**src/rtl/fm_radio_pkg.sv**
```systemverilog
// Shared FM front-end types and defaults: sample width, I/Q sequencer state
// encoding and the sequencer's default credit / skew constants.
package fm_radio_pkg;

  localparam int unsigned SAMPLE_W          = 32;
  localparam int unsigned IQ_SEQ_CREDITS    = 8;
  localparam int unsigned IQ_SEQ_SKEW_LIMIT = 16;
  localparam int unsigned IQ_SEQ_DECIM_W    = 4;

  typedef enum logic [1:0] {
    ST_IDLE  = 2'd0,
    ST_RUN   = 2'd1,
    ST_DRAIN = 2'd2,
    ST_ERROR = 2'd3
  } iq_seq_state_t;

endpackage

```
**src/rtl/iq_fir_sequencer_if.sv**
```systemverilog
// Bundle of the I/Q input FIFO heads, core sample/result handshakes and the
// real/imag output FIFO write ports seen by the I/Q FIR sequencer.
interface iq_fir_sequencer_if;
  import fm_radio_pkg::*;

  logic [SAMPLE_W-1:0] i_dout;
  logic [SAMPLE_W-1:0] q_dout;
  logic                i_empty;
  logic                q_empty;
  logic                i_rd_en;
  logic                q_rd_en;

  logic [SAMPLE_W-1:0] core_i;
  logic [SAMPLE_W-1:0] core_q;
  logic                core_valid;
  logic                core_ready;

  logic [SAMPLE_W-1:0] res_real;
  logic [SAMPLE_W-1:0] res_imag;
  logic                res_valid;
  logic                res_ready;

  logic [SAMPLE_W-1:0] real_din;
  logic [SAMPLE_W-1:0] imag_din;
  logic                real_wr_en;
  logic                imag_wr_en;
  logic                real_full;
  logic                imag_full;

  // Sequencer side
  modport master (
    input  i_dout, q_dout, i_empty, q_empty,
    output i_rd_en, q_rd_en,
    output core_i, core_q, core_valid,
    input  core_ready,
    input  res_real, res_imag, res_valid,
    output res_ready,
    output real_din, imag_din, real_wr_en, imag_wr_en,
    input  real_full, imag_full
  );

  // FIFO / core side
  modport slave (
    output i_dout, q_dout, i_empty, q_empty,
    input  i_rd_en, q_rd_en,
    input  core_i, core_q, core_valid,
    output core_ready,
    output res_real, res_imag, res_valid,
    input  res_ready,
    input  real_din, imag_din, real_wr_en, imag_wr_en,
    output real_full, imag_full
  );

endinterface

```
**src/rtl/credit_counter.sv**
```systemverilog
// In-flight credit pool: dec takes a credit, inc returns one, saturating at
// 0 and CREDITS. all_returned looks through this cycle's update.
module credit_counter #(
  parameter int unsigned CREDITS = 8
) (
  input  logic clock,
  input  logic reset,
  input  logic inc,
  input  logic dec,
  output logic avail,
  output logic all_returned
);

  localparam int unsigned CNT_W = $clog2(CREDITS + 1);
  localparam logic [CNT_W-1:0] FULL = CNT_W'(CREDITS);

  logic [CNT_W-1:0] count_q;
  logic [CNT_W-1:0] count_d;

  // Simultaneous inc and dec cancel out
  always_comb begin
    count_d = count_q;
    if (inc && !dec && (count_q != FULL)) begin
      count_d = count_q + CNT_W'(1);
    end else if (dec && !inc && (count_q != '0)) begin
      count_d = count_q - CNT_W'(1);
    end
  end

  always_ff @(posedge clock) begin
    if (!reset) begin
      count_q <= FULL;
    end else begin
      count_q <= count_d;
    end
  end

  assign avail        = (count_q != '0);
  assign all_returned = (count_d == FULL);

endmodule

```
**src/rtl/iq_fir_sequencer.sv**
```systemverilog
// Lockstep I/Q -> fir_complex -> real/imag FIFO sequencer with credits,
// runtime decimation, skew detection and drain. Optional statistics
// counters are built when IQ_SEQ_STATS_EN is defined.
module iq_fir_sequencer
  import fm_radio_pkg::*;
#(
  parameter int unsigned CREDITS    = IQ_SEQ_CREDITS,
  parameter int unsigned SKEW_LIMIT = IQ_SEQ_SKEW_LIMIT,
  parameter int unsigned DECIM_W    = IQ_SEQ_DECIM_W
) (
  input  logic                clock,
  input  logic                reset,
  iq_fir_sequencer_if.master  bus,
  input  logic [DECIM_W-1:0]  decim,
  input  logic                start,
  input  logic                flush,
  output logic                busy,
  output logic                desync_err,
  output logic [SAMPLE_W-1:0] issued_cnt,
  output logic [SAMPLE_W-1:0] fwd_cnt
);

  localparam int unsigned SKEW_W = $clog2(SKEW_LIMIT + 1);

  iq_seq_state_t      state_q;
  iq_seq_state_t      state_d;
  logic [DECIM_W-1:0] decim_q;
  logic [DECIM_W-1:0] decim_d;
  logic [DECIM_W-1:0] dec_cnt_q;
  logic [DECIM_W-1:0] dec_cnt_d;
  logic [SKEW_W-1:0]  skew_q;
  logic [SKEW_W-1:0]  skew_d;
  logic               desync_q;
  logic               desync_d;

  logic avail;
  logic all_returned;
  logic issue;
  logic res_en;
  logic keep;
  logic out_room;
  logic consume;
  logic write;

  credit_counter #(
    .CREDITS (CREDITS)
  ) u_credits (
    .clock        (clock),
    .reset        (reset),
    .inc          (consume),
    .dec          (issue),
    .avail        (avail),
    .all_returned (all_returned)
  );

  // Issue and result paths are combinational so a pair moves every cycle
  always_comb begin
    issue    = (state_q == ST_RUN) && !bus.i_empty && !bus.q_empty &&
               bus.core_ready && avail;
    res_en   = (state_q == ST_RUN) || (state_q == ST_DRAIN) || (state_q == ST_ERROR);
    keep     = (dec_cnt_q == '0);
    out_room = !bus.real_full && !bus.imag_full;
    consume  = res_en && bus.res_valid && (!keep || out_room);
    write    = res_en && bus.res_valid && keep && out_room;
  end

  assign bus.i_rd_en    = issue;
  assign bus.q_rd_en    = issue;
  assign bus.core_valid = issue;
  assign bus.core_i     = bus.i_dout;
  assign bus.core_q     = bus.q_dout;
  assign bus.res_ready  = consume;
  assign bus.real_wr_en = write;
  assign bus.imag_wr_en = write;
  assign bus.real_din   = bus.res_real;
  assign bus.imag_din   = bus.res_imag;

  // Next-state, decimation phase, skew tracking and sticky error
  always_comb begin
    state_d   = state_q;
    decim_d   = decim_q;
    dec_cnt_d = dec_cnt_q;
    skew_d    = '0;
    desync_d  = desync_q;

    if (consume) begin
      dec_cnt_d = (dec_cnt_q == (decim_q - DECIM_W'(1))) ? '0 : (dec_cnt_q + DECIM_W'(1));
    end

    case (state_q)
      ST_IDLE: begin
        if (start) begin
          state_d = ST_RUN;
          decim_d = (decim == '0) ? DECIM_W'(1) : decim;
        end
      end
      ST_RUN: begin
        if (bus.i_empty != bus.q_empty) begin
          skew_d = skew_q + SKEW_W'(1);
        end
        if (skew_d == SKEW_W'(SKEW_LIMIT)) begin
          desync_d = 1'b1;
          state_d  = ST_ERROR;
        end
        if (flush) begin
          state_d = ST_DRAIN;
        end
      end
      ST_ERROR: begin
        if (flush) begin
          state_d = ST_DRAIN;
        end
      end
      ST_DRAIN: begin
        if (all_returned) begin
          state_d   = ST_IDLE;
          dec_cnt_d = '0;
          skew_d    = '0;
          desync_d  = 1'b0;
        end
      end
      default: begin
        state_d = ST_IDLE;
      end
    endcase
  end

  always_ff @(posedge clock) begin
    if (!reset) begin
      state_q   <= ST_IDLE;
      decim_q   <= DECIM_W'(1);
      dec_cnt_q <= '0;
      skew_q    <= '0;
      desync_q  <= 1'b0;
    end else begin
      state_q   <= state_d;
      decim_q   <= decim_d;
      dec_cnt_q <= dec_cnt_d;
      skew_q    <= skew_d;
      desync_q  <= desync_d;
    end
  end

  assign busy       = (state_q != ST_IDLE);
  assign desync_err = desync_q;

`ifdef IQ_SEQ_STATS_EN
  logic [SAMPLE_W-1:0] issued_q;
  logic [SAMPLE_W-1:0] fwd_q;

  // Free-running wrap-around statistics, cleared only by reset
  always_ff @(posedge clock) begin
    if (!reset) begin
      issued_q <= '0;
      fwd_q    <= '0;
    end else begin
      if (issue) begin
        issued_q <= issued_q + SAMPLE_W'(1);
      end
      if (write) begin
        fwd_q <= fwd_q + SAMPLE_W'(1);
      end
    end
  end

  assign issued_cnt = issued_q;
  assign fwd_cnt    = fwd_q;
`else
  assign issued_cnt = '0;
  assign fwd_cnt    = '0;
`endif

endmodule

```
**src/flat_wrapper.sv**
```systemverilog
// flat-port wrapper written by rule: the top's interface ports become plain ports
module iq_fir_sequencer_flat import fm_radio_pkg::*;
#(
  parameter int unsigned CREDITS    = IQ_SEQ_CREDITS,
  parameter int unsigned SKEW_LIMIT = IQ_SEQ_SKEW_LIMIT,
  parameter int unsigned DECIM_W    = IQ_SEQ_DECIM_W
)
  (clock, reset, decim, start, flush, busy, desync_err, issued_cnt, fwd_cnt, bus_i_dout, bus_q_dout, bus_i_empty, bus_q_empty, bus_i_rd_en, bus_q_rd_en, bus_core_i, bus_core_q, bus_core_valid, bus_core_ready, bus_res_real, bus_res_imag, bus_res_valid, bus_res_ready, bus_real_din, bus_imag_din, bus_real_wr_en, bus_imag_wr_en, bus_real_full, bus_imag_full);
  iq_fir_sequencer_if bus_i ();
  input  logic clock;
  input  logic reset;
  input  logic [DECIM_W-1:0] decim;
  input  logic start;
  input  logic flush;
  output logic busy;
  output logic desync_err;
  output logic [SAMPLE_W-1:0] issued_cnt;
  output logic [SAMPLE_W-1:0] fwd_cnt;
  input wire logic [$bits(bus_i.i_dout)-1:0] bus_i_dout;
  input wire logic [$bits(bus_i.q_dout)-1:0] bus_q_dout;
  input wire logic [$bits(bus_i.i_empty)-1:0] bus_i_empty;
  input wire logic [$bits(bus_i.q_empty)-1:0] bus_q_empty;
  output wire logic [$bits(bus_i.i_rd_en)-1:0] bus_i_rd_en;
  output wire logic [$bits(bus_i.q_rd_en)-1:0] bus_q_rd_en;
  output wire logic [$bits(bus_i.core_i)-1:0] bus_core_i;
  output wire logic [$bits(bus_i.core_q)-1:0] bus_core_q;
  output wire logic [$bits(bus_i.core_valid)-1:0] bus_core_valid;
  input wire logic [$bits(bus_i.core_ready)-1:0] bus_core_ready;
  input wire logic [$bits(bus_i.res_real)-1:0] bus_res_real;
  input wire logic [$bits(bus_i.res_imag)-1:0] bus_res_imag;
  input wire logic [$bits(bus_i.res_valid)-1:0] bus_res_valid;
  output wire logic [$bits(bus_i.res_ready)-1:0] bus_res_ready;
  output wire logic [$bits(bus_i.real_din)-1:0] bus_real_din;
  output wire logic [$bits(bus_i.imag_din)-1:0] bus_imag_din;
  output wire logic [$bits(bus_i.real_wr_en)-1:0] bus_real_wr_en;
  output wire logic [$bits(bus_i.imag_wr_en)-1:0] bus_imag_wr_en;
  input wire logic [$bits(bus_i.real_full)-1:0] bus_real_full;
  input wire logic [$bits(bus_i.imag_full)-1:0] bus_imag_full;
  assign bus_i.i_dout = bus_i_dout;
  assign bus_i.q_dout = bus_q_dout;
  assign bus_i.i_empty = bus_i_empty;
  assign bus_i.q_empty = bus_q_empty;
  assign bus_i_rd_en = bus_i.i_rd_en;
  assign bus_q_rd_en = bus_i.q_rd_en;
  assign bus_core_i = bus_i.core_i;
  assign bus_core_q = bus_i.core_q;
  assign bus_core_valid = bus_i.core_valid;
  assign bus_i.core_ready = bus_core_ready;
  assign bus_i.res_real = bus_res_real;
  assign bus_i.res_imag = bus_res_imag;
  assign bus_i.res_valid = bus_res_valid;
  assign bus_res_ready = bus_i.res_ready;
  assign bus_real_din = bus_i.real_din;
  assign bus_imag_din = bus_i.imag_din;
  assign bus_real_wr_en = bus_i.real_wr_en;
  assign bus_imag_wr_en = bus_i.imag_wr_en;
  assign bus_i.real_full = bus_real_full;
  assign bus_i.imag_full = bus_imag_full;
  iq_fir_sequencer #(.CREDITS(CREDITS), .SKEW_LIMIT(SKEW_LIMIT), .DECIM_W(DECIM_W)) u_core (.clock(clock), .reset(reset), .bus(bus_i), .decim(decim), .start(start), .flush(flush), .busy(busy), .desync_err(desync_err), .issued_cnt(issued_cnt), .fwd_cnt(fwd_cnt));
endmodule
```
**config.mk**
```make
export PLATFORM = sky130hd
export DESIGN_NAME = iq_fir_sequencer_flat
export DESIGN_NICKNAME = d
export VERILOG_FILES = /design/src/rtl/fm_radio_pkg.sv /design/src/rtl/iq_fir_sequencer_if.sv /design/src/rtl/credit_counter.sv /design/src/rtl/iq_fir_sequencer.sv /design/src/flat_wrapper.sv
export SDC_FILE = /design/constraint.sdc
export NUM_CORES = 1
export LEC_CHECK = 0
export ABC_AREA = 1
export CAP_MARGIN = 20
export CORE_AREA = 2 2 134 136
export CTS_BUF_LIST = sky130_fd_sc_hd__clkbuf_16
export DETAILED_ROUTE_END_ITERATION = 16
export DIE_AREA = 0 0 136 138
export HOLD_SLACK_MARGIN = 0.15
export PLACE_DENSITY = 0.57
export SLEW_MARGIN = 20
export SYNTH_ARGS = -nofsm -noshare
export SYNTH_HDL_FRONTEND = slang
export SYNTH_HIERARCHICAL = 1
export SYNTH_SLANG_ARGS = --single-unit
```
**constraint.sdc**
```tcl
create_clock -name clock -period 2.9 [get_ports clock]
set_input_delay 0.29 -clock clock [delete_from_list [all_inputs] [get_ports clock]]
set_output_delay 0.29 -clock clock [all_outputs]
set_load 0.005 [all_outputs]
```
==> flow_summary.json <==
{
  "endpoint_kind": "flip-flop",
  "clk_latency_ns": 0.25,
  "r2r_end": "u_core/state_q[1]$_SDFFE_PN0P_",
  "yosysUniqueCellTypes": 27,
  "r2r_cells": 20,
  "num_io_pins": 342,
  "start_util": 0.155,
  "hpwlAfterDp_um": 4530,
  "grt_pass1_vias": 1396,
  "port_buffers": 21,
  "grt_max_degree": 13,
  "final_cell_mix": "conb_1, nand2_1, inv_1",
  "ir_drop_mv": 0.483,
  "p_leak_nw": 0.980,
  "dr.pass1.iters": 4,
  "worst_ep_arrival_time_ns": 2.51,
  "grt_overflow": 0,
  "worstPathRequired_ns": 3.05,
  "fin_crit_sh": 0.814,
  "fp.dieH_um": 138,
  "numCtsBuffers": 3,
  "power_density_nw_per_um2": 543,
  "clk_path_buf_depth": 2,
  "setup_viol": 0,
  "nNetsFinal": 427,
  "grt_pass1_wl_um": 7710,
  "power_mw": 1.14,
  "drv_slew": 0,
  "numClockSinks": 20,
  "tritoncts": "yes",
  "rsz0062_at_grt": "false",
  "syn_inst": 384,
  "rows": 49,
  "synth_area_um2": 2720,
  "tns_ns": 0,
  "skew_ns": 0.00329,
  "cts_setup_buffers": 0,
  "path_clk_slew_ns": 0.06,
  "routedWlPerCell_um": 10.6,
  "reg2reg_slack_ns": 0.54,
  "synth_area_per_cell_um2": 7.07,
  "antenna_cells": 0,
  "syn_to_final_growth_pct": -22.8,
  "gp_congestion": 0.761,
  "via_per_inst": 3.02,
  "htreeDepth": 1,
  "drcViolationCount": 0,
  "path_class": "reg2reg",
  "cp_max_fo": 6,
  "final_common_cell": "conb_1",
  "rr_startpoint": "u_core/dec_cnt_q[0]$_SDFF_PN0_",
  "maxCapViolCount": 0,
  "cts_root_buf": "clkbuf_16",
  "seq_area_frac_synth": 0.147,
  "cts.repair.resized": 0,
  "fin_util": 0.120,
  "vias": 1533,
  "core_um2": 17500,
  "grtUsageTotal": 0.0545,
  "fp.dieW_um": 136,
  "yosysWarnings": 6,
  "min_path_type": "reg2reg",
  "cts_hold_buffers": 0,
  "die_area_um2": 18800,
  "dr.first_iter.drc_count": 32,
  "antenna_found_initial": 1,
  "critical_path.startpoint_type": "flip-flop",
  "final_antenna_net_count": 0,
  "setup.worst_path.start": "u_core/dec_cnt_q[0]$_SDFF_PN0_",
  "drive_gt1_frac": 0.0899,
  "holdPathEnd": "u_core/desync_err$_SDFFE_PN0P_",
  "routed_wl_um": 5360,
  "hold_violations": 0,
  "fillers": 2062,
  "whs_path_depth": 2,
  "clock.fmax_mhz": 424,
  "synth_seq_cells": 20,
  "period_needed_ns": 2.36,
  "status": "complete, no violations",
  "holdCritStartpoint": "u_core/desync_err$_SDFFE_PN0P_"
}
## per-layer routing
layer	track usage	vias to the layer above	share of wire
li1	-	709	-
met1	0.0462	587	0.29
met2	0.0701	137	0.38
met3	0.0341	98	0.16
met4	0.0844	2	0.16
met5	0	-	0.0035
## stage by stage
stage               instances  worst slack (ns)  cell area [um^2]  hold WS (ns)
CTS                       507             0.525              2100         0.502
finish                    507             0.540              2100         0.496
global route              507             0.187              2100         0.534
floorplan                 447             0.648              2950         0.359
global placement          503             0.373              1990         0.473
detailed placement        503             0.376              1990         0.478
## worst max-delay path by stage
stage                                     end  slack, ns  depth (start not counted)
5_1_grt        u_core/state_q[1]$_SDFFE_PN0P_       0.19                         18
6_report       u_core/state_q[1]$_SDFFE_PN0P_       0.54                         20
2_1_floorplan  u_core/state_q[1]$_SDFFE_PN0P_       0.65                         18
3_5_place_dp   u_core/state_q[1]$_SDFFE_PN0P_       0.38                         18
3_3_place_gp   u_core/state_q[1]$_SDFFE_PN0P_       0.37                         18
4_1_cts        u_core/state_q[1]$_SDFFE_PN0P_       0.53                         20
## kinds of logic after synthesis
group / share of synthesized area
other: 0.00138
AND/OR/NAND/NOR: 0.177
flip-flops: 0.147
buffers and inverters: 0.587
XOR/XNOR: 0.0290
adder cells (fa/ha/maj): 0.0276
AO/OA/AOI/OAI: 0.0304
## area by class of cell
| class | count | area [um^2] | share of cell area |
|---|---|---|---|
| clock inverter | 1 | 30.0 | 0.0143 |
| timing repair buffer | 22 | 218 | 0.104 |
| inverter | 34 | 130 | 0.0621 |
| sequential | 20 | 400 | 0.191 |
| multi-input combinational | 198 | 957 | 0.456 |
| tap | 229 | 287 | 0.137 |
| clock buffer | 3 | 75.1 | 0.0358 |
## critical path: stages, from the launching register on
cell	delay [ns]
dfxtp_1	0.35
inv_1	0.10
ha_1	0.20
nand2_1	0.06
nor2_1	0.05
o21ai_2	0.08
nand2_4	0.09
inv_4	0.11
inv_2	0.04
nor2_1	0.16
nand2_2	0.12
nand2_1	0.08
nand2_1	0.04
nand2_1	0.08
nand3_1	0.09
nor2_1	0.17
nand2_1	0.08
a31oi_1	0.15
nand2_1	0.08
nor2_1	0.08
nor2_1	0.04
## sequential cells by signal, indices dropped and copies added, names as in the netlist
register / flops
u_core/u_credits/count_q: 4
u_core/skew_q: 5
u_core/state_q: 2
u_core/decim_q: 4
u_core/desync_err: 1
u_core/dec_cnt_q: 4
## power by group
part	internal (mW)	switching, mW
registers	0.316	0.0376
clock network	0.274	0.104
logic	0.162	0.245
total	0.752	0.387
## cells in the mapped netlist
master	count	area, um^2
nand2_2	5	31.3
ha_1	6	75.1
inv_2	6	22.5
a31oi_1	1	6.26
buf_4	195	1460
xnor2_1	3	26.3
nand2_4	2	22.5
xor2_1	6	52.6
inv_4	1	6.26
nor3_1	6	30.0
nor2_1	25	93.8
o21ai_0	6	30.0
o211ai_1	1	7.51
nand4_2	1	12.5
nand3_2	1	10.0
o21ai_1	1	5.00
a21oi_1	5	25.0
dfxtp_1	20	400
conb_1	1	3.75
nand4_1	2	12.5
nor4_1	1	6.26
nand3b_1	1	7.51
nand3_1	17	85.1
o21ai_2	1	8.76
nor2_2	3	18.8
inv_1	27	101
nand2_1	40	150
Note: power is estimated with default switching activity, not from simulation.
